**config.mk**
```make
export PLATFORM = sky130hd
export DESIGN_NAME = opl3_write_queue
export DESIGN_NICKNAME = d
export VERILOG_FILES = /design/src/rtl/opl3_pkg.sv /design/src/rtl/opl3_wq_fifo.sv /design/src/rtl/opl3_write_queue.sv
export SDC_FILE = /design/constraint.sdc
export NUM_CORES = 1
export LEC_CHECK = 0
export BUFFER_PORTS_ARGS = -buffer_cell sky130_fd_sc_hd__buf_2
export CORE_MARGIN = 5
export CORE_UTILIZATION = 45
export CTS_BUF_LIST = sky130_fd_sc_hd__clkbuf_8
export DETAILED_ROUTE_END_ITERATION = 10
export PLACE_DENSITY_LB_ADDON = 0.08
export SYNTH_ARGS = -nofsm -noshare
export SYNTH_HDL_FRONTEND = slang
export SYNTH_SLANG_ARGS = --single-unit
```
**constraint.sdc**
```tcl
create_clock -name clk -period 2.5 [get_ports clk]
set_clock_uncertainty 0.05 [all_clocks]
set_input_delay 0.25 -clock clk [delete_from_list [all_inputs] [get_ports clk]]
set_output_delay 0.25 -clock clk [all_outputs]
set_load 0.05 [all_outputs]
```
**src/rtl/opl3_pkg.sv**
```systemverilog
// opl3_pkg: types and defaults shared by the OPL3 write-pacing queue and its FIFO.
package opl3_pkg;

  typedef struct packed {
    logic [1:0] addr;
    logic [7:0] data;
  } opl3_wr_t;

  typedef enum logic [1:0] {
    IDLE  = 2'd0,
    ISSUE = 2'd1,
    GAP   = 2'd2
  } opl3_wq_state_e;

  localparam int unsigned OPL3_WQ_DEPTH_DEF    = 16;
  localparam int unsigned OPL3_WQ_ADDR_GAP_DEF = 8;
  localparam int unsigned OPL3_WQ_DATA_GAP_DEF = 64;

endpackage

```
**src/rtl/opl3_wq_fifo.sv**
```systemverilog
// opl3_wq_fifo: circular FIFO of OPL3 writes; push ignored when full, pop ignored when empty.
module opl3_wq_fifo
  import opl3_pkg::*;
#(
  parameter int unsigned DEPTH = OPL3_WQ_DEPTH_DEF
) (
  input  logic                     clk,
  input  logic                     rst_n,
  input  logic                     clear,
  input  logic                     push,
  input  logic                     pop,
  input  opl3_wr_t                 din,
  output opl3_wr_t                 dout,
  output logic [$clog2(DEPTH):0]   count,
  output logic                     full,
  output logic                     empty
);

  localparam int unsigned AW = $clog2(DEPTH);
  localparam logic [AW:0] L_FULL_CNT = (AW+1)'(DEPTH);

  opl3_wr_t        r_mem [DEPTH];
  logic [AW-1:0]   r_wptr;
  logic [AW-1:0]   r_rptr;
  logic [AW:0]     r_count;
  logic            w_do_push;
  logic            w_do_pop;

  assign full      = (r_count == L_FULL_CNT);
  assign empty     = (r_count == '0);
  assign count     = r_count;
  assign dout      = r_mem[r_rptr];
  assign w_do_push = push & ~full & ~clear;
  assign w_do_pop  = pop & ~empty & ~clear;

  always_ff @(posedge clk) begin
    if (w_do_push) begin
      r_mem[r_wptr] <= din;
    end
  end

  always_ff @(posedge clk or negedge rst_n) begin
    if (!rst_n) begin
      r_wptr  <= '0;
      r_rptr  <= '0;
      r_count <= '0;
    end else if (clear) begin
      r_wptr  <= '0;
      r_rptr  <= '0;
      r_count <= '0;
    end else begin
      if (w_do_push) begin
        r_wptr <= r_wptr + AW'(1);
      end
      if (w_do_pop) begin
        r_rptr <= r_rptr + AW'(1);
      end
      case ({w_do_push, w_do_pop})
        2'b10:   r_count <= r_count + (AW+1)'(1);
        2'b01:   r_count <= r_count - (AW+1)'(1);
        default: r_count <= r_count;
      endcase
    end
  end

endmodule

```
**src/rtl/opl3_write_queue.sv**
```systemverilog
// opl3_write_queue: captures CPU write strobes and replays them to the OPL3 with a minimum gap.
// Build option OPL3_WQ_DROP_STATS_EN: enables the saturating dropped-write counter on drop_cnt.
module opl3_write_queue
  import opl3_pkg::*;
#(
  parameter int unsigned DEPTH    = OPL3_WQ_DEPTH_DEF,
  parameter int unsigned ADDR_GAP = OPL3_WQ_ADDR_GAP_DEF,
  parameter int unsigned DATA_GAP = OPL3_WQ_DATA_GAP_DEF
) (
  input  logic       clk,
  input  logic       rst_n,
  input  logic       flush,
  input  logic [1:0] addr,
  input  logic [7:0] din,
  input  logic       we,
  output logic [1:0] out_addr,
  output logic [7:0] out_din,
  output logic       out_we,
  output logic       busy,
  output logic       full,
  output logic       overflow,
  output logic [7:0] drop_cnt
);

  localparam int unsigned AW   = $clog2(DEPTH);
  localparam int unsigned GMAX = (DATA_GAP > ADDR_GAP) ? DATA_GAP : ADDR_GAP;
  localparam int unsigned GW   = (GMAX > 2) ? $clog2(GMAX) : 1;
  localparam logic [GW-1:0] L_ADDR_LD = GW'(ADDR_GAP - 2);
  localparam logic [GW-1:0] L_DATA_LD = GW'(DATA_GAP - 2);

  logic            r_we_d;
  logic            w_push_req;
  logic            w_push;
  logic            w_drop;
  logic            w_pop;
  opl3_wr_t        w_wr;
  opl3_wr_t        w_head;
  logic [AW:0]     w_count;
  logic            w_full;
  logic            w_empty;
  logic [GW-1:0]   w_gap_ld;

  opl3_wq_state_e  r_state;
  logic [GW-1:0]   r_gap_cnt;
  logic            r_out_we;
  logic [1:0]      r_out_addr;
  logic [7:0]      r_out_din;
  logic            r_overflow;

  assign w_push_req = we & ~r_we_d;
  assign w_push     = w_push_req & ~flush;
  // Full is judged on the count before this cycle's pop, so a full queue drops even while popping.
  assign w_drop     = w_push_req & ~flush & w_full;
  assign w_pop      = (r_state == IDLE) & ~w_empty & ~flush;
  assign w_wr       = '{addr: addr, data: din};
  assign w_gap_ld   = r_out_addr[0] ? L_DATA_LD : L_ADDR_LD;

  opl3_wq_fifo #(
    .DEPTH (DEPTH)
  ) u_fifo (
    .clk   (clk),
    .rst_n (rst_n),
    .clear (flush),
    .push  (w_push),
    .pop   (w_pop),
    .din   (w_wr),
    .dout  (w_head),
    .count (w_count),
    .full  (w_full),
    .empty (w_empty)
  );

  always_ff @(posedge clk or negedge rst_n) begin
    if (!rst_n) begin
      r_we_d <= 1'b0;
    end else begin
      r_we_d <= we;
    end
  end

  // GAP leaves one count early so IDLE's pop cycle completes the gap: rises are exactly N apart.
  always_ff @(posedge clk or negedge rst_n) begin
    if (!rst_n) begin
      r_state    <= IDLE;
      r_gap_cnt  <= '0;
      r_out_we   <= 1'b0;
      r_out_addr <= '0;
      r_out_din  <= '0;
    end else begin
      r_out_we <= 1'b0;
      if (flush) begin
        r_state   <= IDLE;
        r_gap_cnt <= '0;
      end else begin
        case (r_state)
          IDLE: begin
            if (w_pop) begin
              r_out_addr <= w_head.addr;
              r_out_din  <= w_head.data;
              r_out_we   <= 1'b1;
              r_state    <= ISSUE;
            end
          end
          ISSUE: begin
            r_gap_cnt <= w_gap_ld;
            r_state   <= (w_gap_ld == '0) ? IDLE : GAP;
          end
          GAP: begin
            if (r_gap_cnt <= GW'(1)) begin
              r_gap_cnt <= '0;
              r_state   <= IDLE;
            end else begin
              r_gap_cnt <= r_gap_cnt - GW'(1);
            end
          end
          default: begin
            r_state <= IDLE;
          end
        endcase
      end
    end
  end

  always_ff @(posedge clk or negedge rst_n) begin
    if (!rst_n) begin
      r_overflow <= 1'b0;
    end else if (flush) begin
      r_overflow <= 1'b0;
    end else if (w_drop) begin
      r_overflow <= 1'b1;
    end
  end

`ifdef OPL3_WQ_DROP_STATS_EN
  logic [7:0] r_drop_cnt;

  always_ff @(posedge clk or negedge rst_n) begin
    if (!rst_n) begin
      r_drop_cnt <= '0;
    end else if (flush) begin
      r_drop_cnt <= '0;
    end else if (w_drop && (r_drop_cnt != '1)) begin
      r_drop_cnt <= r_drop_cnt + 8'd1;
    end
  end

  assign drop_cnt = r_drop_cnt;
`else
  assign drop_cnt = '0;
`endif

  assign out_we   = r_out_we;
  assign out_addr = r_out_addr;
  assign out_din  = r_out_din;
  assign busy     = (w_count != '0) || (r_state != IDLE);
  assign full     = w_full;
  assign overflow = r_overflow;

endmodule

```
==> results of run 1 <==
-- worst max-delay path, cell delays in order, from the launching register on --
cell	delay [ps]
dfrtp_1	400
or4_4	560
buf_4	170
a21oi_4	140
xor2_1	90
ha_2	190
or3_4	360
a21oi_2	120
a32oi_1	110
mux2_1	320
-- through the flow --
stage | setup slack (ps) | std cells | TNS (ps) | hold slack, ps | util
after floorplan | -191 | 468 | -191 | -95.6 | -
after global placement | -75.6 | 747 | -75.6 | 336 | 0.499
after detailed placement | -95.5 | 747 | -95.5 | 339 | 0.499
after CTS | -77.5 | 781 | -77.5 | 69.0 | 0.525
after global routing | -176 | 782 | -279 | 66.4 | 0.527
final | -86.1 | 782 | -86.1 | 96.0 | 0.527
-- power breakdown --
group          internal [W]  switching [W]
Clock              0.000971        0.00119
Sequential          0.00369       0.000225
Combinational       0.00124        0.00164
-- registers in the layout (all words and copies together) (netlist names) --
| signal | flops |
|---|---|
| r_state | 2 |
| r_we_d | 1 |
| overflow | 1 |
| out_din | 8 |
| r_gap_cnt | 6 |
| u_fifo.r_rptr | 4 |
| u_fifo.r_wptr | 4 |
| out_addr | 2 |
| u_fifo.r_mem | 160 |
| out_we | 1 |
| u_fifo.count | 5 |
-- kinds of logic after synthesis --
logic type	count (synthesis)	synth area share
xor gates and xnor gates	6	0.00649
and+or+nand+nor	94	0.0621
DFF	194	0.698
adders and majority gates	9	0.0139
other	1	0.000463
AOI/OAI and AO/OA	48	0.0488
muxes	66	0.144
buffers and inverters	43	0.0264
-- cells in the final DEF, fill, tap and decap left out, drive strengths merged, types with 3 or more instances in the layout --
cell / n
a211oi: 3
a21oi: 7
a22o: 3
and2: 9
buf: 83
clkbuf: 19
clkinv: 4
conb: 8
dfrtp: 34
edfxtp: 160
ha: 9
inv: 17
mux2: 3
mux2i: 23
mux4: 40
nand2: 20
nand2b: 9
nand3: 3
nand3b: 3
nor2: 24
nor2b: 6
nor3: 3
nor4: 3
o21ai: 4
o221ai: 10
o31ai: 4
or3: 5
xnor2: 3
xor2: 3
-- metal layers --
metal	vias up	wire length [µm]	GRT usage
li1	1969	-	-
met4	0	236	0.0511
met1	2324	7860	0.253
met5	-	0	0
met2	97	9130	0.308
met3	19	690	0.0344
-- cell type report --
type,count,area share
sequential,194,0.602
clock inverter,14,0.0201
tap,229,0.0305
multi-input combinational,231,0.244
inverter,10,0.00399
clock buffer,18,0.0264
timing repair buffer,86,0.0736
-- timing repair --
item                                    in CTS  in global routing
cloned                                       0                  0
endpoints found under the hold margin       35                  0
pin swaps                                    2                  2
resized for setup                            1                  8
endpoints found under the setup margin       2                 16
buffers inserted                             0                  1
hold buffers                                 2                  0
-- worst max path at each step --
stage	startpoint	end	slack [ps]
finish	u_fifo.count[0]$_DFFE_PN0P_	u_fifo.count[4]$_DFFE_PN0P_	-90
global placement	u_fifo.count[1]$_DFFE_PN0P_	u_fifo.count[4]$_DFFE_PN0P_	-80
global route	u_fifo.count[0]$_DFFE_PN0P_	u_fifo.count[4]$_DFFE_PN0P_	-180
floorplan	u_fifo.count[0]$_DFFE_PN0P_	u_fifo.count[4]$_DFFE_PN0P_	-190
detailed placement	u_fifo.count[1]$_DFFE_PN0P_	u_fifo.count[4]$_DFFE_PN0P_	-100
CTS	u_fifo.count[3]$_DFFE_PN0P_	u_fifo.count[4]$_DFFE_PN0P_	-80
==> PnR_summary.wiki, run 1 <==
{| class="wikitable"
! Metric !! Value
|-
| Largest net degree at the start of global routing || 35
|-
| Combined area of all synthesized cells || 0.00810 mm²
|-
| Outcome || finished with violations
|-
| Power per cell area || around 950 mW/mm²
|-
| Total wire length after detailed routing || ~18 mm
|-
| CTS Root Buffer Type || clkbuf_8
|-
| Fill cells || 1453
|-
| Share of cells above drive strength 1 || 0.311
|-
| Data arrival at the endpoint of the critical path || 2900 ps
|-
| Total setup violations reported at the end of the flow || 1
|-
| Proportion of synthesized chip area in sequential cells || 0.698
|-
| Gr ovfl total || 0
|-
| FF+latch count, synth || about 190
|-
| Storage element area || between 0.005 and 0.006 mm²
|-
| Clock tree from TritonCTS || yes
|-
| Routed length per placed instance || 22.9 µm
|-
| Post-layout total power || 0.00896 W
|-
| Maximum buffer depth of the clock tree || 2
|-
| Starting Density || 0.454
|-
| Hold Crit Start || din[4]
|-
| Clock latency on the worst-skew pair || 470 ps
|-
| Number of nets in the layout || roughly 560
|-
| Placer congestion estimate || 0.850
|-
| Clock Pin Slew Worst Setup and Hold Paths || 110 ps
|-
| Growth of design area from synthesis to finish || 16.0%
|-
| Top cells by area in the synthesized netlist || edfxtp_1 (59%), mux4_2 (11%), dfrtp_1 (11%)
|-
| Kind of critical path || register to register
|-
| Via-per-instance ratio || ~5.6
|-
| Tcrit/Tclk final || 1.03
|-
| Number of diodes || 0
|-
| Vias in the first global route || around 4500
|-
| Post-synth top flop || edfxtp_1
|-
| Minimum setup slack among reg-to-reg paths || -90 ps
|-
| Setup repair after global routing missed its margin || yes
|-
| Most common cell in the netlist || edfxtp_1
|-
| Antenna viol nets, final || 0
|-
| Core area || 0.0178 mm²
|-
| Count of input and output buffers || 27
|-
| Clk sink count || a little under 200
|-
| Leading cell types by count after synthesis || edfxtp_1 (160), mux4_2 (40), dfrtp_1 (34)
|-
| Startpoint class of the critical path || register
|-
| Width of the chip || about 140 µm
|-
| Clock period minus worst slack || ~2600 ps
|-
| Clock buffer count from CTS || 17
|-
| Area used by multi-input combinational logic || 0.00229 mm²
|-
| Launch instance of the worst register-to-register path || u_fifo.count[0]$_DFFE_PN0P_
|-
| Ys Warns || 0
|-
| Reg-to-reg endpoint || u_fifo.count[4]$_DFFE_PN0P_
|-
| Failing checks || negative setup slack
|-
| Data required time of the critical path || 2810 ps
|-
| Total leakage power || 3.28 nW
|-
| Asr flop ratio synth || 0.175
|-
| Type of destination of the critical path || register
|-
| I/O pin cnt || 36
|-
| Violation count after the first detailed-route iteration || 267
|-
| Yosys cell types || 57
|-
| Dominant cell type by area after synthesis || edfxtp_1
|-
| Worst-case vdd ir drop || roughly 770 µV
|-
| Placement row count || 49
|-
| Final-report hold violation count || 0
|-
| Die area || roughly 0.021 mm²
|-
| HPWL after detailed placement || roughly 12 mm
|-
| Final Max Tran Viols || 0
|-
| Via count || 4409
|-
| Number of antenna violations at the first check in global routing || 0
|-
| Post-place instance area || 0.00890 mm²
|-
| Hold crit path type || input pin to register
|-
| Area share of the largest cell type after synthesis || 0.593
|-
| Number of instances in the synthesized netlist || 461
|-
| Number of synthesized flops with an enable pin || 160
|-
| Number of detailed-route iterations in the first pass || 4
|-
| Slew of the pin with the lowest slew margin || slightly below 900 ps
|-
| Worst R2R Path Depth || 9
|-
| DRC || 0
|-
| Minimum setup slack in the final design || -86.1 ps
|-
| Global-route total usage across every layer || 0.185
|-
| Maximum achievable frequency || 387 MHz
|-
| Maximum fanout along the worst path || 2
|-
| End of the worst hold path || u_fifo.r_mem[10][4]$_DFFE_PP_
|-
| Max_slew headroom || 0.411
|-
| Maximum Capacitance Violations || 0
|-
| Hold Path Depth || 1
|-
| Final Cell Area || roughly 0.0094 mm²
|-
| Syn_area_per_cell || 17.6 µm²
|-
| First-pass GRT wire length || 27.6 mm
|-
| Floorplan die height || 144 µm
|-
| H-tree lvl count || 4
|}
Note: power is estimated with default switching activity, not from simulation.
==> run 2, diff against run 1 <==
--- a/config.mk
+++ b/config.mk
@@ -11,6 +11,7 @@
 export CTS_BUF_LIST = sky130_fd_sc_hd__clkbuf_8
 export DETAILED_ROUTE_END_ITERATION = 10
 export PLACE_DENSITY_LB_ADDON = 0.08
+export SETUP_SLACK_MARGIN = 0.15
 export SYNTH_ARGS = -nofsm -noshare
 export SYNTH_HDL_FRONTEND = slang
 export SYNTH_SLANG_ARGS = --single-unit
==> run 2 against run 1 <==
Against the previous run:
- the flow still finishes with violations (negative setup slack)
- setup slack got worse by 19 ps
- sequential cell count did not move
- worst hold slack improved by 5.4 ps
- utilization fell by 0.34 points
- maximum frequency fell by 0.74%
- wire length fell by 1.4%
- critical path depth did not move
- critical path type unchanged
==> PnR_summary.wiki, run 2 (same netlist as run 1, synthesis figures left out) <==
{| class="wikitable"
! Metric !! Value
|-
| Number of detailed-route iterations in the first pass || 4 (unchanged)
|-
| H-tree lvl count || 4 (unchanged)
|-
| Largest delay share family, worst path || simple AND/OR/NAND/NOR gates
|-
| Via-per-instance ratio || 5.56 (-1.5%)
|-
| Minimum setup slack in the final design || -105 ps (-19.3 ps)
|-
| Floorplan die height || 144 µm (unchanged)
|-
| Largest net degree at the start of global routing || 35 (unchanged)
|-
| DRC || 0 (unchanged)
|-
| Total wire length after detailed routing || 17.7 mm (-1.4%)
|-
| First-pass GRT wire length || 26.7 mm (-3.1%)
|-
| I/O pin cnt || 36 (unchanged)
|-
| Placement row count || 49 (unchanged)
|-
| Final-report hold violation count || 0 (unchanged)
|-
| Max_slew headroom || 0.416 (+0.00490)
|-
| Hold crit path type || input pin to register
|-
| Routed length per placed instance || 22.8 µm (-0.49%)
|-
| Via count || 4306 (-2.3%)
|-
| HPWL after detailed placement || 11.1 mm (-5.1%)
|-
| Setup repair after global routing missed its margin || yes
|-
| Total leakage power || 3.23 nW (-1.5%)
|-
| Final Max Tran Viols || 0 (unchanged)
|-
| Number of antenna violations at the first check in global routing || 0 (unchanged)
|-
| CTS Root Buffer Type || clkbuf_8
|-
| Maximum Capacitance Violations || 0 (unchanged)
|-
| Failing checks || negative setup slack
|-
| Clock Pin Slew Worst Setup and Hold Paths || 110 ps (about the same)
|-
| Clock buffer count from CTS || 17 (unchanged)
|-
| Max FFs per register || 160 (unchanged)
|-
| Vias in the first global route || 4472 (-0.97%)
|-
| Number of nets in the layout || 556 (-1.2%)
|-
| Width of the chip || 144 µm (unchanged)
|-
| Crit-path cells || or4_4 -> o21ai_4 -> a21oi_2 -> xor2_1 -> ha_2 -> or3_4 -> a21oi_2 -> a32oi_2 -> mux2_4
|-
| Most frequent cells in the layout || edfxtp_1 (160), buf_4 (43), mux4_2 (40), dfrtp_1 (32), buf_2 (26)
|-
| Gr ovfl total || 0 (unchanged)
|-
| Kind of critical path || register to register
|-
| Number of diodes || 0 (unchanged)
|-
| Largest register by flop count || u_fifo.r_mem
|-
| Data required time of the critical path || 2790 ps (-20 ps)
|-
| Worst path max stage delay || 570 ps (about the same)
|-
| Clock tree from TritonCTS || yes
|-
| Starting Density || 0.454 (unchanged)
|-
| Power per cell area || 945 mW/mm² (-0.81%)
|-
| Buffering stage count on the worst path with inverters included || 0 (-1)
|-
| Share of cells above drive strength 1 || 0.311 (+0.000325)
|-
| Growth of design area from synthesis to finish || 15.3%
|-
| # placed instances || 739 (-1.1%)
|-
| Worst-case vdd ir drop || 797 µV (+2.9%)
|-
| Maximum fanout along the worst path || 3 (+1)
|-
| Maximum achievable frequency || 384 MHz (-0.74%)
|-
| Number of non-filler instances in the completed layout || 775 (-0.90%)
|-
| Violation count after the first detailed-route iteration || 226 (-15%)
|-
| Total setup violations reported at the end of the flow || 1 (unchanged)
|-
| Clk sink count || 194 (unchanged)
|-
| Maximum buffer depth of the clock tree || 2 (unchanged)
|-
| Data arrival at the endpoint of the critical path || 2900 ps (about the same)
|-
| Count of input and output buffers || 27 (unchanged)
|-
| Post-place instance area || 0.00882 mm² (-0.96%)
|-
| Startpoint class of the critical path || register
|-
| Most common cell after layout, fill and taps aside || edfxtp_1
|-
| Die area || 0.0208 mm² (unchanged)
|-
| Critical path's most frequent cell || a21oi_2
|-
| Tcrit/Tclk final || 1.04 (+0.00773)
|-
| Final Cell Area || 0.00934 mm² (-0.65%)
|-
| Post-placement worst setup slack || -89.0 ps (+6.48 ps)
|-
| Slew of the pin with the lowest slew margin || 876 ps (-7.35 ps)
|-
| Clock latency on the worst-skew pair || 460 ps (about the same)
|-
| Clock period minus worst slack || 2610 ps (+19.3 ps)
|-
| Slowest stage cell on the critical path || or4_4
|-
| Total negative setup slack || -105 ps (-19.3 ps)
|-
| WHS || 101 ps (+5.36 ps)
|-
| Type of destination of the critical path || register
|-
| Global-route total usage across every layer || 0.178 (-0.00650)
|-
| Placer congestion estimate || 0.774 (-8.9%)
|-
| Outcome || finished with violations
|-
| Core area || 0.0178 mm² (unchanged)
|-
| Antenna viol nets, final || 0 (unchanged)
|}
==> run 2: power by group <==
part | switching, W | leakage (nW) | internal, W | total (W)
logic | 0.00166 | 1.15 | 0.00129 | 0.00295
registers | 0.000193 | 1.88 | 0.00369 | 0.00389
clock network | 0.00124 | 0.205 | 0.000757 | 0.00199
==> run 2: per-stage QoR <==
step | power, W | utilization
floorplan | 0.00593 | -
global placement | 0.00669 | 0.494
detailed placement | 0.00672 | 0.494
CTS | 0.00879 | 0.520
global route | 0.00929 | 0.524
finish | 0.00883 | 0.524
==> run 2: final timing paths <==
kind,cells past startpoint,to,slack [ps],start
max,9,u_fifo.count[4]$_DFFE_PN0P_,-110,u_fifo.count[1]$_DFFE_PN0P_
min,1,u_fifo.r_mem[6][4]$_DFFE_PP_,100,din[4]
max reg2reg,9,u_fifo.count[4]$_DFFE_PN0P_,-110,u_fifo.count[1]$_DFFE_PN0P_
min reg2reg,2,out_din[6]$_DFFE_PN0P_,460,out_din[6]$_DFFE_PN0P_
max in group asynchronous,2,u_fifo.r_rptr[1]$_DFFE_PN0P_,1420,rst_n
min in group asynchronous,2,r_gap_cnt[1]$_DFFE_PN0P_,380,rst_n
==> run 2: timing repair <==
| action | CTS | global route |
|---|---|---|
| pin swaps | 6 | 4 |
| cloned | 0 | 0 |
| endpoints found under the hold margin | 35 | 0 |
| hold buffers | 2 | 0 |
| gates resized for setup | 4 | 11 |
| endpoints found under the setup margin | 3 | 86 |
| buffers inserted | 2 | 0 |
==> run 2: area by class of cell <==
type | instances | area [µm²]
inverter | 10 | 37.5
fill | 1462 | 8500
clock buffer | 17 | 234
clock inverter | 15 | 165
sequential | 194 | 5660
multi-input combinational | 231 | 2340
tap | 229 | 287
timing repair buffer | 79 | 616
==> run 2: metal layers <==
layer / GRT usage / wire length [µm] / vias to the layer above / part of all wire
li1: - / - / 1949 / -
met1: 0.239 / 7900 / 2280 / 0.45
met2: 0.300 / 8910 / 65 / 0.50
met3: 0.0347 / 617 / 12 / 0.035
met4: 0.0515 / 234 / 0 / 0.013
met5: 0 / 0 / - / 0
